<file path="src/rtl/cmp_event_counter.sv">
// cmp_event_counter
// Back end for the analog comparator. It re-times cmp_in into clk and debounces it.
// It produces one-cycle edge strobes and counts rising edges over a gate window.
// Optional feature macro: CMP_DUTY_EN. When it is defined, the block also accumulates
// the number of cycles in each window where cmp_filt is high.

module cmp_event_counter #(
    parameter int SYNC_STAGES = 2,
    parameter int DEB_W       = 4,
    parameter int WIN_W       = 16,
    parameter int CNT_W       = 16
) (
    input  logic             clk,
    input  logic             rst,
    input  logic             cmp_in,
    input  logic [DEB_W-1:0] deb_len,
    input  logic [WIN_W-1:0] win_len,
    input  logic             start,
    output logic             cmp_filt,
    output logic             rise_pulse,
    output logic             fall_pulse,
    output logic             busy,
    output logic [CNT_W-1:0] count,
    output logic             count_valid,
    output logic             overflow,
    output logic [WIN_W-1:0] high_cycles
);

    typedef enum logic [1:0] {IDLE, COUNT, DONE} state_t;

    localparam logic [CNT_W-1:0] CNT_MAX = {CNT_W{1'b1}};

    logic [SYNC_STAGES-1:0] sync_q, sync_d;
    logic [DEB_W-1:0]       deb_cnt_q, deb_cnt_d;
    logic                   filt_q, filt_d;
    logic                   filt_prev_q, filt_prev_d;
    logic                   rise_q, rise_d;
    logic                   fall_q, fall_d;
    state_t                 state_q, state_d;
    logic [WIN_W-1:0]       win_cnt_q, win_cnt_d;
    logic [CNT_W-1:0]       edge_cnt_q, edge_cnt_d;
    logic                   ovf_acc_q, ovf_acc_d;
    logic [CNT_W-1:0]       count_q, count_d;
    logic                   overflow_q, overflow_d;
    logic                   count_valid_q, count_valid_d;
    logic                   cmp_s;
    logic                   window_start;
    logic                   last_cycle;

    assign cmp_s        = sync_q[SYNC_STAGES-1];
    assign window_start = (state_q == IDLE) && start;
    assign last_cycle   = (state_q == COUNT) && (win_cnt_q <= WIN_W'(1));

    // The synchronizer shifts and the debounce counter counts how long the synchronized level has disagreed with cmp_filt
    always_comb begin
        sync_d      = {sync_q[SYNC_STAGES-2:0], cmp_in};
        deb_cnt_d   = deb_cnt_q;
        filt_d      = filt_q;
        filt_prev_d = filt_q;
        if (cmp_s == filt_q) begin
            deb_cnt_d = '0;
        end else if (deb_cnt_q >= deb_len) begin
            filt_d    = ~filt_q;
            deb_cnt_d = '0;
        end else begin
            deb_cnt_d = deb_cnt_q + DEB_W'(1);
        end
        rise_d = filt_q & ~filt_prev_q;
        fall_d = ~filt_q & filt_prev_q;
    end

    // The measurement FSM opens a window, counts rise strobes with saturation, and publishes the result in DONE
    always_comb begin
        state_d       = state_q;
        win_cnt_d     = win_cnt_q;
        edge_cnt_d    = edge_cnt_q;
        ovf_acc_d     = ovf_acc_q;
        count_d       = count_q;
        overflow_d    = overflow_q;
        count_valid_d = 1'b0;
        case (state_q)
            IDLE: begin
                if (start) begin
                    state_d    = COUNT;
                    win_cnt_d  = win_len;
                    edge_cnt_d = '0;
                    ovf_acc_d  = 1'b0;
                end
            end
            COUNT: begin
                win_cnt_d = win_cnt_q - WIN_W'(1);
                if (rise_q) begin
                    if (edge_cnt_q == CNT_MAX) begin
                        ovf_acc_d = 1'b1;
                    end else begin
                        edge_cnt_d = edge_cnt_q + CNT_W'(1);
                    end
                end
                if (last_cycle) begin
                    state_d       = DONE;
                    count_d       = edge_cnt_d;
                    overflow_d    = ovf_acc_d;
                    count_valid_d = 1'b1;
                end
            end
            DONE: begin
                state_d = IDLE;
            end
            default: begin
                state_d = IDLE;
            end
        endcase
    end

    // State register for the synchronizer, debounce, edge strobes and the measurement FSM
    always_ff @(posedge clk) begin
        if (rst) begin
            sync_q        <= '0;
            deb_cnt_q     <= '0;
            filt_q        <= 1'b0;
            filt_prev_q   <= 1'b0;
            rise_q        <= 1'b0;
            fall_q        <= 1'b0;
            state_q       <= IDLE;
            win_cnt_q     <= '0;
            edge_cnt_q    <= '0;
            ovf_acc_q     <= 1'b0;
            count_q       <= '0;
            overflow_q    <= 1'b0;
            count_valid_q <= 1'b0;
        end else begin
            sync_q        <= sync_d;
            deb_cnt_q     <= deb_cnt_d;
            filt_q        <= filt_d;
            filt_prev_q   <= filt_prev_d;
            rise_q        <= rise_d;
            fall_q        <= fall_d;
            state_q       <= state_d;
            win_cnt_q     <= win_cnt_d;
            edge_cnt_q    <= edge_cnt_d;
            ovf_acc_q     <= ovf_acc_d;
            count_q       <= count_d;
            overflow_q    <= overflow_d;
            count_valid_q <= count_valid_d;
        end
    end

    assign cmp_filt    = filt_q;
    assign rise_pulse  = rise_q;
    assign fall_pulse  = fall_q;
    assign busy        = (state_q == COUNT);
    assign count       = count_q;
    assign count_valid = count_valid_q;
    assign overflow    = overflow_q;

`ifdef CMP_DUTY_EN
    localparam logic [WIN_W-1:0] WIN_MAX = {WIN_W{1'b1}};

    logic [WIN_W-1:0] high_acc_q, high_acc_d;
    logic [WIN_W-1:0] high_cycles_q, high_cycles_d;

    // The accumulator counts window cycles where the filtered level is high, and the final value is latched with the edge count
    always_comb begin
        high_acc_d    = high_acc_q;
        high_cycles_d = high_cycles_q;
        if (window_start) begin
            high_acc_d = '0;
        end else if (state_q == COUNT) begin
            if (filt_q && (high_acc_q != WIN_MAX)) begin
                high_acc_d = high_acc_q + WIN_W'(1);
            end
            if (last_cycle) begin
                high_cycles_d = high_acc_d;
            end
        end
    end

    // Registers for the duty accumulator and its published result
    always_ff @(posedge clk) begin
        if (rst) begin
            high_acc_q    <= '0;
            high_cycles_q <= '0;
        end else begin
            high_acc_q    <= high_acc_d;
            high_cycles_q <= high_cycles_d;
        end
    end

    assign high_cycles = high_cycles_q;
`else
    assign high_cycles = '0;
`endif

endmodule

</file>
<file path="config.mk">
export PLATFORM = sky130hd
export DESIGN_NAME = cmp_event_counter
export DESIGN_NICKNAME = d
export VERILOG_FILES = /design/src/rtl/cmp_event_counter.sv
export SDC_FILE = /design/constraint.sdc
export NUM_CORES = 1
export LEC_CHECK = 0
export CAP_MARGIN = 20
export CORE_MARGIN = 2
export CORE_UTILIZATION = 53
export CTS_CLUSTER_DIAMETER = 200
export DETAILED_ROUTE_END_ITERATION = 8
export PLACE_DENSITY = 0.82
export SLEW_MARGIN = 20
export SYNTH_ARGS = -nofsm -noshare
export SYNTH_HDL_FRONTEND = slang
export SYNTH_SLANG_ARGS = --single-unit
</file>
<file path="constraint.sdc">
create_clock -name clk -period 2.1 [get_ports clk]
set_input_delay 0.315 -clock clk [delete_from_list [all_inputs] [get_ports clk]]
set_output_delay 0.315 -clock clk [all_outputs]
set_load 0.03 [all_outputs]
</file>
# Word-level counts from Yosys, hierarchy flattened
# Index checks and enable logic that the tools add are counted.
# W data, S select, Z words.
dict set report word_totals {
  romBits 0
  ram_bits 0
  latch_bits 0
  memories 0
  out_inout_bits 38
  regBits 63
  elab_cells 52
  in_bits 24
}
dict set report classes {
  muxes 14
  div_mod_pow 0
  n_mul 0
  n_eq_ne 5
  bitwise_logic 6
  order_cmp 2
  n_addsub 3
  shifts 0
  reduce_logical 9
}
# operator n
set op_table {}
lappend op_table {{$mux W16} 4}
lappend op_table {{$pmux W16 S2} 2}
lappend op_table {{$add A16 B1 Y16 const B} 1}
lappend op_table {{$eq A16 B16 Y1 const B} 1}
lappend op_table {{$le A16 B1 Y1 const B} 1}
lappend op_table {{$sub A16 B1 Y16 const B} 1}
lappend op_table {{$reduce_and A2 Y1} 4}
lappend op_table {{$add A4 B1 Y4 const B} 1}
lappend op_table {{$ge A4 B4 Y1} 1}
lappend op_table {{$mux W1} 4}
lappend op_table {{$mux W2} 2}
lappend op_table {{$not A1 Y1} 4}
lappend op_table {{$pmux W2 S2} 1}
lappend op_table {{$reduce_or A3 Y1} 1}
lappend op_table {{$and A1 B1 Y1} 2}
lappend op_table {{$eq A2 B1 Y1 const B} 1}
lappend op_table {{$logic_not A2 Y1} 1}
lappend op_table {{$ne A2 B1 Y1 const B} 1}
lappend op_table {{$ne A2 B2 Y1 const B} 1}
lappend op_table {{$pmux W1 S2} 1}
lappend op_table {{$reduce_bool A2 Y1} 1}
lappend op_table {{$reduce_or A2 Y1} 1}
lappend op_table {{$eq A1 B1 Y1} 1}
lappend op_table {{$logic_and A1 B1 Y1} 1}

# Depth between registers and ports, before layout
dict set report depth {
  depth_word 4
  ltp_mapped 8
  ltp_nobuf 7
}

# Least setup slack after synthesis
# No wires, ideal clock.
dict set report synth_timing {
  path_type {reg2reg}
  from {register win_cnt_q[0]}
  to {register win_cnt_q[12]}
  required_time_ns 2.042
  setup_slack_ns 0.194
  period_less_slack_ns 1.906
  arrival_time_ns 1.848
  setup_time_ns 0.058
  n_path_buf 0
  path_stages_with_launch 8
  cell_sequence {dfxtp_1 -> inv_1 -> ha_1 -> nor3b_1 -> nand4_1 -> xor2_1 -> a2111oi_0 -> a21o_1}
}
dict set report synth_via {
  elab_chain_cells 2
}
# item line_no
set synth_rtl {}
lappend synth_rtl {{from (decl)} 40} ;# logic [WIN_W-1:0] win_cnt_q, win_cnt_d;
lappend synth_rtl {{from (signal assigned)} 139} ;# win_cnt_q <= win_cnt_d;
lappend synth_rtl {{$sub A16 B1 Y16} 91} ;# win_cnt_d = win_cnt_q - WIN_W'(1);
lappend synth_rtl {{$pmux W16 S2} 81} ;# case (state_q)
# No other way between the ends.
# A chain may end at the register's enable or synchronous reset.

# Worst setup path in the final report
dict set report layout_timing {
  from {register win_cnt_q[2]}
  to {register count_q[0], in the netlist count[0]}
}
dict set report layout_via {
  elab_chain_cells 3
}
# item line_no
set layout_rtl {}
lappend layout_rtl {{$le A16 B1 Y1} 52} ;# assign last_cycle = (state_q == COUNT) && (win_cnt_q <= WIN_W'(1));
lappend layout_rtl {{$logic_and A1 B1 Y1} 52}
lappend layout_rtl {{$reduce_and A2 Y1 (no source line)} n/a}
lappend layout_rtl {{to (signal assigned)} 142} ;# count_q <= count_d;
lappend layout_rtl {{to (decl)} 43} ;# logic [CNT_W-1:0] count_q, count_d;
# No other way between the ends.

==> reports/qor.yml <==
outcome: "finished clean"
cts_tree: "yes"
crit_buf_inv: 3
syn_to_final_growth_pct: 27.4
peakVddDrop_mv: 0.414
synth_seq_cells: 63
synthCells: 400
clk_path_buf_depth: 2
synth_most_common_cell: "dfxtp_1"
setup.worst_path.start_class: "register"
critPathMaxStageDelay_ns: 0.40
fin_crit_ns: 1.98
die_h_um: 83.8
rsz0062_at_grt: "false"
synth-main-ff-cell: "dfxtp_1"
post_synth_num_cell_types: 54
async_flop_share_pct: 0
antenna_found_initial: 0
syn_avg_cell_area_um2: 8.44
synth_common_cells: "dfxtp_1 (63), nor2_1 (49), o21ai_0 (24)"
nNetsFinal: 504
grt_max_degree: 27
viasPerCell: 5.84
synth_edf_count: 0
hpwl_mm: 5.82
stdcell_count: 553
finalInstanceArea_um2: 4300
rows: 29
yosys.area.top_type_share_pct: 37.4
report.final.slew_viol_count: 0
cp_top_family: "simple AND/OR/NAND/NOR gates"
yosys-top-cells-area: "dfxtp_1 (37%), nor2_1 (5.4%), o21ai_0 (3.6%)"
path_cells: "nor4_4, nand3b_4, nor4_4, buf_4, buf_4, clkbuf_16, nor2_1, a211oi_2"
route.vias.total: 3228
diodes: 0
yosysSeqAreaShare_pct: 37.4
numPortBuffers: 45
cts-root-buf: "clkbuf_8"
avgRoutedWirePerCell_um: 15.5
dpl.cell_count: 533
yosys_warnings: 0
layout-drive-gt1-share_pct: 15.8
grt_pass1_vias: 2977
wl_mm: 8.55
crit_type: "register to register"
fin_setup_tns_ns: 0
fmax_ghz: 0.506
drtPass1Iterations: 5
finalClockSkew_ns: 0.0106
die_w_um: 83.8
syn-cell-area_um2: 3380
grt_pass1_wl_mm: 13.7
max_slew_margin_pct: 30.4
ant_nets: 0
max_cap_violations: 0
cts.sinks: 63
setup_viol: 0
path_max_fanout: 13
cts_made_buffers: 9
fillCellCount: 512
overflow: 0
hold_class: "register to register"
cp.required_ns: 2.36
dpl_cell_area_um2: 4030
coreArea_um2: 6240
track_usage_pct: 23.8
drt_iter0_markers: 254
yosysTopAreaCell: "dfxtp_1"
finalCritPeriodShare_pct: 94.1
end_kind: "register"
tightest_slew_ns: 1.04
crit_arrival_ns: 2.24
p_leak_nw: 1.68
hold_viol_final: 0
start_util_pct: 54.1
io_pins: 62
htreeDepth: 3
drc_errors: 0
clock_latency_ns: 0.34
gp_congestion: 0.918
clkTransAtPathRegs_ns: 0.07
cpMaxStageDelayCell: "nor4_4"
die-area_um2: 7020
power_density_nw_per_um2: 712
[cells in the final DEF (no fill, tap or decap), types with 9 or more instances in the layout]
master            n
a21oi_1          22
xor2_1            9
inv_1             9
conb_1           16
o21ai_0          24
buf_4            38
nand3_1          17
dfxtp_1          62
clkbuf_8         12
nor2_1           49
nor3_1           15
nand2_1          19
clkdlybuf4s50_1  44
[registers in the layout, indices dropped and copies added, names as in the netlist, 2 cells and up]
| name | cells |
|---|---|
| state_q | 2 |
| deb_cnt_q | 4 |
| win_cnt_q | 16 |
| count | 16 |
| sync_q | 2 |
| edge_cnt_q | 16 |
[cell families after synthesis]
kind of cell / count (synthesis) / synth area share [%]
and+or+nand+nor: 151 / 23.7
buffers and inverters: 50 / 7.97
muxes: 11 / 3.37
DFF: 63 / 37.4
xor gates and xnor gates: 15 / 3.89
other: 1 / 0.111
adders and majority gates: 8 / 2.97
AOI/OAI and AO/OA: 101 / 20.6
[report_power, final]
group          total, mW  switching (mW)  internal [mW]
Sequential          1.34          0.0796           1.27
Clock              0.957           0.436          0.521
Combinational      0.760           0.437          0.324
Total               3.06           0.952           2.11
[stage by stage]
step	util (%)	hold slack (ns)	total power [mW]	setup slack, ns
5_1_grt	68.9	0.436	3.20	0.0118
2_1_floorplan	-	0.383	1.85	0.194
6_report	68.9	0.410	3.06	0.124
3_3_place_gp	64.6	0.394	2.06	0.0331
3_5_place_dp	64.6	0.407	2.09	0.0108
4_1_cts	67.4	0.415	3.03	0.0295
[per-layer routing]
| metal | GRT usage [%] | wire length, µm | vias to the layer above |
|---|---|---|---|
| li1 | - | - | 1573 |
| met3 | 5.64 | 644 | 28 |
| met1 | 31.3 | 3680 | 1475 |
| met4 | 9.38 | 246 | 0 |
| met2 | 37.8 | 3990 | 152 |
| met5 | 0 | 0 | - |
[repair_timing]
action,4_1_cts,5_1_grt
resized for setup,0,6
hold buffers,0,0
endpoints found under the setup margin,0,14
buffers inserted,0,3
endpoints found under the hold margin,0,0
[worst paths after layout]
| kind | startpoint | endpoint | slack [ns] | depth (start not counted) |
|---|---|---|---|---|
| worst max register to register | win_cnt_q[2] | count[0] | 0.12 | 8 |
| worst min register to register | filt_prev_q | rise_pulse | 0.41 | 1 |
| worst min-delay path | filt_prev_q | rise_pulse | 0.41 | 1 |
| worst max-delay path | win_cnt_q[2] | count[0] | 0.12 | 8 |
[layout make-up]
type	count	area [µm²]	area share, %
flip-flops and latches	63	1260	29.3
repair buffers	86	808	18.8
clock buffers	15	176	4.10
multi-input cells	302	1920	44.6
inverters	10	37.5	0.873
well taps	77	96.3	2.24
No activity file was read; power rests on OpenSTA's default activity.
==> RTL edit (same flow settings) <==
`SYNC_STAGES`: 2 -> 4.
--- a/src/rtl/cmp_event_counter.sv
+++ b/src/rtl/cmp_event_counter.sv
@@ -6,5 +6,5 @@
 
 module cmp_event_counter #(
-    parameter int SYNC_STAGES = 2,
+    parameter int SYNC_STAGES = 4,
     parameter int DEB_W       = 4,
     parameter int WIN_W       = 16,
Check against the original RTL: not equivalent (a bounded check fails within 4 cycles, from zero or initial values and one cycle with rst high).
==> RTL edit against the unedited design <==
  * The run now ends with negative setup slack left
  * Wire length increased by 15%
  * Sequential cell count grew 2
  * Combinational power down 5.9%
  * Clock skew is 0.00068 ns lower
  * Cell area up 6.1%
  * Critical path depth stayed put
  * Power up 0.20%
  * Count of clock-buffer cells in the layout decreased by 4
  * Synthesized area rose by 0.52%
  * Worst setup slack got worse by 0.26 ns
  * Sequential share of layout area decreased by 0.78 points
  * Via count is 9.6% higher
  * Global-route usage grew 2.7 points
  * Critical endpoint is now overflow
  * Highest routed layer unchanged
==> RTL edit: results (changes against the unedited design) <==
----------------------------------------------------
[Setup path]
  Crit path DAT ... 2.51 ns (was 2.24 ns)
  FF-to-FF Start ... win_cnt_q[3] (was win_cnt_q[2])
  Largest fanout on the critical path ... 6 (was 13)
  Reg-to-reg critical path endpoint ... overflow (was count[0])

[Placed design]
  Placed Cells incl. Taps ... 556 (was 533)
  Placer Congestion ... 0.927 (was 0.918)
  Post-DP HPWL ... 6230 um (was 5820 um)

[Synth]
  Synthesized netlist cell count ... 416 (was 400)
  Commonest cells in the netlist ... sky130_fd_sc_hd__dfxtp_1 (65), sky130_fd_sc_hd__nor2_1 (43), sky130_fd_sc_hd__a21oi_1 (34) (was sky130_fd_sc_hd__dfxtp_1 (63), sky130_fd_sc_hd__nor2_1 (49), sky130_fd_sc_hd__o21ai_0 (24))
  Top post-synthesis cells by area ... sky130_fd_sc_hd__dfxtp_1 (38%), sky130_fd_sc_hd__a21oi_1 (5.0%), sky130_fd_sc_hd__nor2_1 (4.8%) (was sky130_fd_sc_hd__dfxtp_1 (37%), sky130_fd_sc_hd__nor2_1 (5.4%), sky130_fd_sc_hd__o21ai_0 (3.6%))
  Number of unique standard cell types used by synthesis ... 53 (was 54)

[Route]
  Drt total wl ... 9870 um (was 8550 um)
  Vias per cell ... 6.10 (was 5.84)
  Number of DRC markers in iteration 0 ... 431 (was 254)
  Total via count in the routed design ... 3537 (was 3228)

[Clocking]
  Clock buffer count from CTS ... 9 (unchanged)

[Global route]
  Pin count of the biggest net entering global routing ... 21 (was 27)
  First-pass GRT wire length ... 15000 um (was 13700 um)
  Overall Global Routing Usage ... 26.5% (was 23.8%)
  Via count of the first global-routing pass ... 3241 (was 2977)

[Timing]
  Finish-stage setup viols ... 18 (was 0)
  Final critical-path setup slack ... -0.137 ns (was 0.124 ns)
  Final TNS setup ... -1.49 ns (was 0 ns)
  Worst Hold Slack ... 0.439 ns (was 0.410 ns)
  Relative slew slack ... 48.6% (was 30.4%)

[Outcome]
  Violated checks ... negative setup slack
  Outcome ... finished, violations left (was complete, no violations)

[Pwr]
  Maximum ir drop on the vdd rail ... 0.000456 V (was 0.000414 V)
  Leakage dissipation ... 0.00172 uW (was 0.00168 uW)

[Finish]
  Total number of nets in the final design ... 531 (was 504)
  Fraction of final layout cells with drive strength greater than 1 ... 21.1% (was 15.8%)

[Hold path]
  Hold Path Stages ... 1 (unchanged)

----------------------------------------------------
==> RTL edit: cell types whose count changed after synthesis, sizes merged, moves of 6 or more <==
cell,change
a21oi,+12
nor2,-8
nor3,+6
nand3,-8
nand2,+10
clkbuf,+8
==> RTL edit: worst max path at each step <==
stage | start | end | slack, ns | cells after the start
6_report | win_cnt_q[3] | overflow | -0.14 | 8
5_1_grt | win_cnt_q[3] | overflow | -0.19 | 8
4_1_cts | win_cnt_q[3] | count[15] | -0.07 | 6
3_5_place_dp | win_cnt_q[3] | count[3] | -0.06 | 5
3_3_place_gp | start | win_cnt_q[9] | -0.02 | 6
2_1_floorplan | win_cnt_q[3] | win_cnt_q[11] | -0.01 | 6
==> RTL edit: cell families after synthesis <==
| kind of cell | Yosys count | share of synthesized area, % |
|---|---|---|
| xor+xnor | 14 | 3.61 |
| flops | 65 | 38.3 |
| mux | 4 | 1.22 |
| compound gates | 110 | 21.4 |
| simple gates | 157 | 23.9 |
| buf+inv | 57 | 8.41 |
| fa+ha+maj | 8 | 2.95 |
| other cells | 1 | 0.111 |
==> RTL edit: critical path, cell delays in order, from the launching register on <==
cell and delay (ns):
sky130_fd_sc_hd__dfxtp_2 0.32, sky130_fd_sc_hd__or4_4 0.56, sky130_fd_sc_hd__or4_4 0.53, sky130_fd_sc_hd__nor3_4 0.19, sky130_fd_sc_hd__buf_6 0.17, sky130_fd_sc_hd__clkbuf_16 0.16, sky130_fd_sc_hd__buf_4 0.11, sky130_fd_sc_hd__nor2_2 0.03
sky130_fd_sc_hd__nor3_2 0.09
==> RTL edit: cell type report <==
cell class | instances | area [um2]
multi-input combinational | 309 | 2000
tap | 77 | 96.3
inverter | 14 | 52.6
timing repair buffer | 100 | 936
clock inverter | 4 | 45.0
clock buffer | 11 | 131
fill | 468 | 1710
sequential | 65 | 1300
==> RTL edit: per-layer routing <==
metal	wire, um	up-vias	global-route usage (%)
met5	0	-	0
met4	287	0	12.5
met3	748	31	7.02
met2	4780	220	42.9
met1	4060	1634	32.8
li1	-	1652	-
==> RTL edit: metrics by stage <==
step | worst slack, ns | cell area (um2)
finish | -0.137 | 4560
global route | -0.190 | 4560
CTS | -0.0656 | 4360
detailed placement | -0.0619 | 4130
global placement | -0.0163 | 4130
floorplan | -0.0112 | 3460
==> RTL edit: what timing repair did <==
item	CTS	global route
endpoints found under the setup margin	10	24
pin swaps	2	14
gates resized for setup	6	28
gates cloned	1	2
buffers inserted	1	6
==> RTL edit: power by group <==
group	switching [uW]	total, uW	internal (uW)	leakage, uW
Sequential	48.1	1340	1290	0.000529
Clock	480	1020	537	0.0000929
Combinational	383	715	332	0.00110
Total	911	3070	2160	0.00172
